$ cat src/rtl/xres_sequencer_if.sv
// XRES sequencer pad/config/reset bundle.
// slave side belongs to the sequencer, master side to its environment.
interface xres_sequencer_if #(
  parameter int DEBOUNCE_W = 8
);
  logic                  xres_n_i;
  logic [DEBOUNCE_W-1:0] cfg_debounce;
  logic                  cfg_filt_en;
  logic                  cfg_pullup_dis;
  logic                  pad_enable_h;
  logic                  pad_en_vddio_sig_h;
  logic                  pad_filt_in_h;
  logic                  pad_inp_sel_h;
  logic                  pad_disable_pullup_h;
  logic [2:0]            rst_stage_n;
  logic                  seq_busy;
  logic                  xres_event;

  modport slave (
    input  xres_n_i,
    input  cfg_debounce,
    input  cfg_filt_en,
    input  cfg_pullup_dis,
    output pad_enable_h,
    output pad_en_vddio_sig_h,
    output pad_filt_in_h,
    output pad_inp_sel_h,
    output pad_disable_pullup_h,
    output rst_stage_n,
    output seq_busy,
    output xres_event
  );

  modport master (
    output xres_n_i,
    output cfg_debounce,
    output cfg_filt_en,
    output cfg_pullup_dis,
    input  pad_enable_h,
    input  pad_en_vddio_sig_h,
    input  pad_filt_in_h,
    input  pad_inp_sel_h,
    input  pad_disable_pullup_h,
    input  rst_stage_n,
    input  seq_busy,
    input  xres_event
  );
endinterface

$ cat src/rtl/xres_sequencer.sv
// XRES pad power-up sequencing, XRES_H_N debounce
// and staged core reset release.
module xres_sequencer #(
  parameter int DEBOUNCE_W  = 8,
  parameter int STAGE_DLY   = 16,
  parameter int SYNC_STAGES = 2
) (
  input  logic        wb_clk_i,
  input  logic        wb_rst_i,
  xres_sequencer_if.slave bus
);

  localparam int WCW = $clog2(STAGE_DLY + 1);

  typedef enum logic [3:0] {
    INIT, PAD_EN, FILT, WAIT,
    REL0, REL1, REL2, RUN, HOLD
  } state_t;

  state_t                state_q;
  state_t                state_d;
  logic [SYNC_STAGES-1:0] sync_q;
  logic                  s;
  logic                  deb_q;
  logic [DEBOUNCE_W-1:0] cnt_q;
  logic [DEBOUNCE_W:0]   cnt_inc;
  logic [DEBOUNCE_W:0]   thr;
  logic [WCW-1:0]        wc_q;
  logic                  wc_done;
  logic                  filt_q;
  logic                  pull_q;
  logic                  ev_q;
  logic [2:0]            rst_n;

  assign s       = sync_q[SYNC_STAGES-1];
  assign cnt_inc = {1'b0, cnt_q} + 1'b1;
  assign thr     = (bus.cfg_debounce == '0)
                 ? (DEBOUNCE_W+1)'(1)
                 : {1'b0, bus.cfg_debounce};
  assign wc_done = (wc_q == WCW'(STAGE_DLY - 1));

  // bring the asynchronous pad reset into the clock domain
  always_ff @(posedge wb_clk_i or posedge wb_rst_i) begin
    if (wb_rst_i) sync_q <= '0;
    else          sync_q <= SYNC_STAGES'({sync_q, bus.xres_n_i});
  end

  // deb follows s only after a run of threshold stable samples
  always_ff @(posedge wb_clk_i or posedge wb_rst_i) begin
    if (wb_rst_i) begin
      deb_q <= 1'b0;
      cnt_q <= '0;
    end else if (s != deb_q) begin
      if (cnt_inc >= thr) begin
        deb_q <= s;
        cnt_q <= '0;
      end else begin
        cnt_q <= cnt_q + 1'b1;
      end
    end else begin
      cnt_q <= '0;
    end
  end

  // state, stage timer, latched pad config and event pulse
  always_ff @(posedge wb_clk_i or posedge wb_rst_i) begin
    if (wb_rst_i) begin
      state_q <= INIT;
      wc_q    <= '0;
      filt_q  <= 1'b0;
      pull_q  <= 1'b0;
      ev_q    <= 1'b0;
    end else begin
      state_q <= state_d;
      if (state_d != state_q) wc_q <= '0;
      else if (!wc_done)      wc_q <= wc_q + 1'b1;
      if (state_q == PAD_EN && state_d == FILT) begin
        filt_q <= bus.cfg_filt_en;
        pull_q <= bus.cfg_pullup_dis;
      end
      ev_q <= (state_d == HOLD) && (state_q != HOLD);
    end
  end

  // next state; a debounced fall during release or run aborts to HOLD
  always_comb begin
    state_d = state_q;
    unique case (state_q)
      INIT:   state_d = PAD_EN;
      PAD_EN: if (wc_done) state_d = FILT;
      FILT:   if (wc_done) state_d = WAIT;
      WAIT:   if (deb_q)   state_d = REL0;
      REL0: begin
        if (!deb_q)       state_d = HOLD;
        else if (wc_done) state_d = REL1;
      end
      REL1: begin
        if (!deb_q)       state_d = HOLD;
        else if (wc_done) state_d = REL2;
      end
      REL2: begin
        if (!deb_q)       state_d = HOLD;
        else if (wc_done) state_d = RUN;
      end
      RUN:    if (!deb_q)  state_d = HOLD;
      HOLD:   if (deb_q)   state_d = REL0;
      default: state_d = INIT;
    endcase
  end

  // staged core resets decoded from the state
  always_comb begin
    rst_n = 3'b000;
    unique case (state_q)
      REL0:    rst_n = 3'b001;
      REL1:    rst_n = 3'b011;
      REL2:    rst_n = 3'b111;
      RUN:     rst_n = 3'b111;
      default: rst_n = 3'b000;
    endcase
  end

  assign bus.pad_enable_h         = (state_q != INIT);
  assign bus.pad_en_vddio_sig_h   = (state_q != INIT);
  assign bus.pad_filt_in_h        = filt_q;
  assign bus.pad_inp_sel_h        = filt_q;
  assign bus.pad_disable_pullup_h = pull_q;
  assign bus.rst_stage_n          = rst_n;
  assign bus.seq_busy             = (state_q != RUN);
  assign bus.xres_event           = ev_q;

endmodule

$ cat src/flat_wrapper.sv
// flat-port wrapper written by rule: the top's interface ports become plain ports
module xres_sequencer_flat 
#(
  parameter int DEBOUNCE_W  = 8,
  parameter int STAGE_DLY   = 16,
  parameter int SYNC_STAGES = 2
)
  (wb_clk_i, wb_rst_i, bus_xres_n_i, bus_cfg_debounce, bus_cfg_filt_en, bus_cfg_pullup_dis, bus_pad_enable_h, bus_pad_en_vddio_sig_h, bus_pad_filt_in_h, bus_pad_inp_sel_h, bus_pad_disable_pullup_h, bus_rst_stage_n, bus_seq_busy, bus_xres_event);
  xres_sequencer_if #(.DEBOUNCE_W(DEBOUNCE_W)) bus_i ();
  input  logic wb_clk_i;
  input  logic wb_rst_i;
  input wire logic [$bits(bus_i.xres_n_i)-1:0] bus_xres_n_i;
  input wire logic [$bits(bus_i.cfg_debounce)-1:0] bus_cfg_debounce;
  input wire logic [$bits(bus_i.cfg_filt_en)-1:0] bus_cfg_filt_en;
  input wire logic [$bits(bus_i.cfg_pullup_dis)-1:0] bus_cfg_pullup_dis;
  output wire logic [$bits(bus_i.pad_enable_h)-1:0] bus_pad_enable_h;
  output wire logic [$bits(bus_i.pad_en_vddio_sig_h)-1:0] bus_pad_en_vddio_sig_h;
  output wire logic [$bits(bus_i.pad_filt_in_h)-1:0] bus_pad_filt_in_h;
  output wire logic [$bits(bus_i.pad_inp_sel_h)-1:0] bus_pad_inp_sel_h;
  output wire logic [$bits(bus_i.pad_disable_pullup_h)-1:0] bus_pad_disable_pullup_h;
  output wire logic [$bits(bus_i.rst_stage_n)-1:0] bus_rst_stage_n;
  output wire logic [$bits(bus_i.seq_busy)-1:0] bus_seq_busy;
  output wire logic [$bits(bus_i.xres_event)-1:0] bus_xres_event;
  assign bus_i.xres_n_i = bus_xres_n_i;
  assign bus_i.cfg_debounce = bus_cfg_debounce;
  assign bus_i.cfg_filt_en = bus_cfg_filt_en;
  assign bus_i.cfg_pullup_dis = bus_cfg_pullup_dis;
  assign bus_pad_enable_h = bus_i.pad_enable_h;
  assign bus_pad_en_vddio_sig_h = bus_i.pad_en_vddio_sig_h;
  assign bus_pad_filt_in_h = bus_i.pad_filt_in_h;
  assign bus_pad_inp_sel_h = bus_i.pad_inp_sel_h;
  assign bus_pad_disable_pullup_h = bus_i.pad_disable_pullup_h;
  assign bus_rst_stage_n = bus_i.rst_stage_n;
  assign bus_seq_busy = bus_i.seq_busy;
  assign bus_xres_event = bus_i.xres_event;
  xres_sequencer #(.DEBOUNCE_W(DEBOUNCE_W), .STAGE_DLY(STAGE_DLY), .SYNC_STAGES(SYNC_STAGES)) u_core (.wb_clk_i(wb_clk_i), .wb_rst_i(wb_rst_i), .bus(bus_i));
endmodule
$ cat config.mk
export PLATFORM = sky130hd
export DESIGN_NAME = xres_sequencer_flat
export DESIGN_NICKNAME = d
export VERILOG_FILES = /design/src/rtl/xres_sequencer_if.sv /design/src/rtl/xres_sequencer.sv /design/src/flat_wrapper.sv
export SDC_FILE = /design/constraint.sdc
export NUM_CORES = 1
export LEC_CHECK = 0
export BUFFER_PORTS_ARGS = -buffer_cell sky130_fd_sc_hd__buf_2
export CAP_MARGIN = 20
export CORE_MARGIN = 1.5
export CORE_UTILIZATION = 55
export CTS_CLUSTER_SIZE = 10
export DETAILED_ROUTE_END_ITERATION = 16
export PLACE_DENSITY = 0.78
export SLEW_MARGIN = 20
export SYNTH_ARGS = -nofsm -noshare
export SYNTH_HDL_FRONTEND = slang
export SYNTH_SLANG_ARGS = --single-unit
$ cat constraint.sdc
create_clock -name wb_clk_i -period 3.3 [get_ports wb_clk_i]
set_clock_uncertainty 0.2 [all_clocks]
set_input_delay 0.33 -clock wb_clk_i [delete_from_list [all_inputs] [get_ports wb_clk_i]]
set_output_delay 0.33 -clock wb_clk_i [all_outputs]
set_load 0.005 [all_outputs]
## Yosys cells after proc, flatten, opt, wreduce, memory -nomap -nowiden

Index checks and enable logic that the tools add are counted.
W data, S select, Z words.

| storage, ports and cells | value |
|---|---|
| flip-flop bits (word level) | 23 |

| operators by class | value |
|---|---|
| add/sub/neg operators | 3 |
| reduce and logical (&&, ||, !) cells | 8 |
| equal/unequal tests | 16 |
| multiplexer cells | 17 |
| $lt $le $gt $ge | 1 |

Operator list:

| kind | number |
|---|---|
| $mux W4 | 10 |
| $pmux W4 S8 | 1 |
| $mux W8 | 3 |
| $eq A4 B3 Y1 const B | 4 |
| $eq A4 B2 Y1 const B | 3 |
| $mux W5 | 2 |
| $add A8 B1 Y9 const B | 1 |
| $ge A9 B9 Y1 | 1 |
| $pmux W3 S3 | 1 |
| $add A8 B1 Y8 const B | 1 |
| $eq A4 B4 Y1 const B | 2 |
| $logic_not A8 Y1 | 1 |
| $add A5 B1 Y5 const B | 1 |
| $eq A5 B4 Y1 const B | 1 |
| $eq A4 B1 Y1 const B | 1 |
| $logic_not A4 Y1 | 1 |
| $ne A4 B3 Y1 const B | 1 |
| $ne A4 B4 Y1 | 1 |
| $ne A4 B4 Y1 const B | 1 |
| $reduce_bool A4 Y1 | 1 |
| $reduce_or A2 Y1 | 2 |
| $logic_and A1 B1 Y1 | 2 |
| $ne A2 B2 Y1 const B | 1 |
| $reduce_and A2 Y1 | 1 |
| $ne A1 B1 Y1 | 1 |

## Longest topological paths before layout

| depth | value |
|---|---|
| word-level depth | 6 |
| gate-level depth with buffers | 9 |
| mapped depth without buffers | 9 |

## Least setup slack after synthesis

No wires, ideal clock.

| timing | value |
|---|---|
| path type | register to register |
| start point | reg u_core.cnt_q[0] |
| end point | reg u_core.deb_q |
| cell stages (with the launch flop) | 10 |
| arrival | 2.174 ns |
| clock period less this slack | 2.502 ns |
| setup slack | 0.798 ns |
| path through | dfrtp_1 -> ha_1 -> and4_1 -> nand2_1 -> xnor2_1 -> ha_1 -> a21o_1 -> a221oi_2 -> o211ai_1 -> mux2_1 |

| on the way | value |
|---|---|
| longest elaborated chain between the ends | 3 |

RTL lines:

| item | line | RTL |
|---|---|---|
| from (decl) | xres_sequencer.sv:25 | `logic [DEBOUNCE_W-1:0] cnt_q;` |
| from (signal assigned) | xres_sequencer.sv:58 | `cnt_q <= cnt_q + 1'b1;` |
| $add A8 B1 Y9 | xres_sequencer.sv:36 | `assign cnt_inc = {1'b0, cnt_q} + 1'b1;` |
| $ge A9 B9 Y1 | xres_sequencer.sv:54 | `if (cnt_inc >= thr) begin` |
| $reduce_and A2 Y1 (no source line) | n/a |  |
| to (signal assigned) | xres_sequencer.sv:55 | `deb_q <= s;` |
| to (decl) | xres_sequencer.sv:24 | `logic deb_q;` |

Every way passes these cells.
A chain may end at the register's enable or synchronous reset.

## Final worst setup path

Ends and elaborated chain as after synthesis.

==> summary.md <==
| Metric | Value |
|---|---|
| Critical Path AT | 2.69 ns |
| Nets | 185 |
| Mapped Nets | 163 |
| DP HPWL | 1850 um |
| Detailed Route WL | 2450 um |
| Die area | 2780 um2 |
| RSZ-0062 raised after global routing | no |
| Initial Util | 59.8% |
| CTS sink cnt | 23 |
| Via/cell ratio | 5.63 |
| Pwr per Cell Area | 571 nW/um2 |
| Final cell count without fillers | 188 |
| Status | complete, no violations |
| Synth cell types | 40 |
| Worst-Margin Slew | 0.838 ns |
| Place WS | 0.643 ns |
| Number of I/O pins | 23 |
| Max-slew violations | 0 |
| Max transition margin | 44.1% |
| Fillers | 181 |
| Initial antenna violation count | 0 |
| Vias in the first global route | 983 |
| Synth area leader | dfrtp_1 |
| Crit start category | flop |
| CTS root buf | clkbuf_4 |
| Total Power | 0.865 mW |
| Core region area | 2280 um2 |
| Final cycle utilization of the critical path | 81.0% |
| Maximum fanout along the worst path | 5 |
| CTS tree | done |
| Antenna-violating nets left | 0 |
| Synthesis-to-layout area growth | 11.4% |
| Setup TNS | 0 ns |
| Placed cells | 182 |
| Yosys top cell area share | 42.3% |
| Pin count of the biggest net entering global routing | 24 |
| Post-Syn Instances | 139 |
| DR vias | 1059 |
| Commonest cells in the netlist | dfrtp_1, nor2_1, inv_1, ha_1 |
| Min cycle time layout | 2.67 ns |
| CTS buffer count | 3 |
| Max frequency | 374 MHz |
| Seq/Total Area, Yosys | 42.3% |
| Clk slew on worst S/H paths | 0.13 ns |
| Async set or reset register ratio after synthesis | 100% |
| Clock latency on the worst-skew pair | 0.32 ns |
| CP Class | reg -> reg |
| Worst hold path class | in -> reg |
| Post-CTS Hold Buffers | 2 |
| Main synth FF type | dfrtp_1 |
| Site row count | 17 |
| H-tree levels | 1 |
| Nature of the critical path endpoint | flop |
| IO Port Bufs | 22 |
| Resize count post-CTS | 0 |
| First-pass GRT wire length | 4130 um |
| Die height | 52.8 um |
| Post-Synthesis Cell Area | 1360 um2 |
| EDFF count, synth | 0 |
| All-Layer GR Usage | 20.7% |
| Leakage | 0.802 nW |
| Fin worst setup slack | 0.626 ns |
| Most frequent cell after synthesis | dfrtp_1 |
| Mean post-synth cell area | 9.79 um2 |
| Fraction of layout cells with a size suffix above 1 | 20.0% |
| Drc violations | 0 |
| Total grt overflow | 0 |
| 1st-iter DRT viols | 39 |
| Yosys reg bits | 23 |
| Req. time, crit path | 3.31 ns |
| Maximum vdd ir drop | 0.365 mV |
| Largest cells by area after synthesis | dfrtp_1, ha_1, nor2_1 |
| Warnings, synthesis | 0 |
| DRT Pass-1 Iters | 4 |
| Final Hold Fails | 0 |
| Max-Cap Viols | 0 |
| Antenna diodes | 0 |
| Post-CTS setup buffers | 0 |
| Die W | 52.8 um |
| Placer Congestion | 0.958 |
| Final setup vio count | 0 |
| Longest Clk Path Bufs | 2 |
| Routed wire per std cell | 13.0 um |
cell type report:
cell class	instances	area, um2	share of cell area, %
Inverter	13	48.8	3.22
Clock buffer	3	22.5	1.49
Multi-Input combinational cell	96	699	46.1
Clock inverter	1	5.00	0.330
Sequential cell	23	576	38.0
Tap cell	28	35.0	2.31
Timing Repair Buffer	24	130	8.58
critical path, cell delays in order, from the launching register on:
cell	delay (ns)
dfrtp_1	0.43
ha_1	0.22
and4_1	0.22
nand2_1	0.07
xnor2_1	0.14
ha_1	0.31
a21o_1	0.19
a221oi_2	0.31
o211ai_1	0.14
mux2_1	0.33
flip-flops by register name, summed over array words and instances, names as in the netlist:
signal and count:
u_core.state_q 4, u_core.sync_q 2, u_core.wc_q 5, u_core.cnt_q 8, u_core.bus.xres_event 1, u_core.bus.pad_filt_in_h 1
u_core.bus.pad_disable_pullup_h 1, u_core.deb_q 1
cells by family after synthesis:
group / synth area share, %
AOI/OAI and AO/OA: 12.1
buffers and inverters: 6.34
adders and majority gates: 10.1
and+or+nand+nor: 18.7
DFF: 42.3
muxes: 3.95
xor gates and xnor gates: 6.43
routing by layer:
metal  part of all wire (%)  GRT usage (%)
met1                     47           24.7
met2                     47           36.5
met3                    4.3           3.43
met4                    1.8           8.55
met5                      0              0
final timing paths:
check,from,to,slack [ns],cells past startpoint
worst min-delay path,bus_cfg_filt_en,u_core.bus.pad_filt_in_h,0.04,2
worst min register to register,u_core.sync_q[0],u_core.sync_q[1],0.17,0
worst max register to register,u_core.cnt_q[0],u_core.deb_q,0.63,9
max in group asynchronous,wb_rst_i,u_core.wc_q[0],1.88,3
worst max-delay path,u_core.cnt_q[0],u_core.deb_q,0.63,9
min in group asynchronous,wb_rst_i,u_core.cnt_q[1],0.51,3
power breakdown:
group          internal (mW)  total [mW]  switching, mW  leakage, nW
logic                  0.142       0.305          0.163        0.486
registers              0.339       0.428         0.0883        0.298
clock network         0.0454       0.133         0.0876       0.0177
total                  0.527       0.865          0.339        0.802
through the flow:
step | instance area (um2) | hold WS, ns | util, %
3_3_place_gp | 1470 | 0.132 | 64.5
4_1_cts | 1520 | 0.0205 | 66.6
5_1_grt | 1520 | 0.0377 | 66.6
6_report | 1520 | 0.0372 | 66.6
3_5_place_dp | 1470 | 0.143 | 64.5
2_1_floorplan | 1360 | 0.131 | -
placed cells by master (no fill, tap or decap), drive strengths merged, types with 2 or more instances in the layout:
cell / count
a21o: 3
a21oi: 7
and3: 2
buf: 22
clkbuf: 3
dfrtp: 23
dlygate4sd3: 2
ha: 11
inv: 13
mux2: 3
mux2i: 2
nand2: 6
nand2b: 2
nand3: 3
nand3b: 2
nand4: 2
nor2: 14
nor2b: 7
nor3: 2
o2111ai: 2
o21ai: 2
or2: 2
xnor2: 4
xor2: 6
Power figures use the tool's default switching activity.
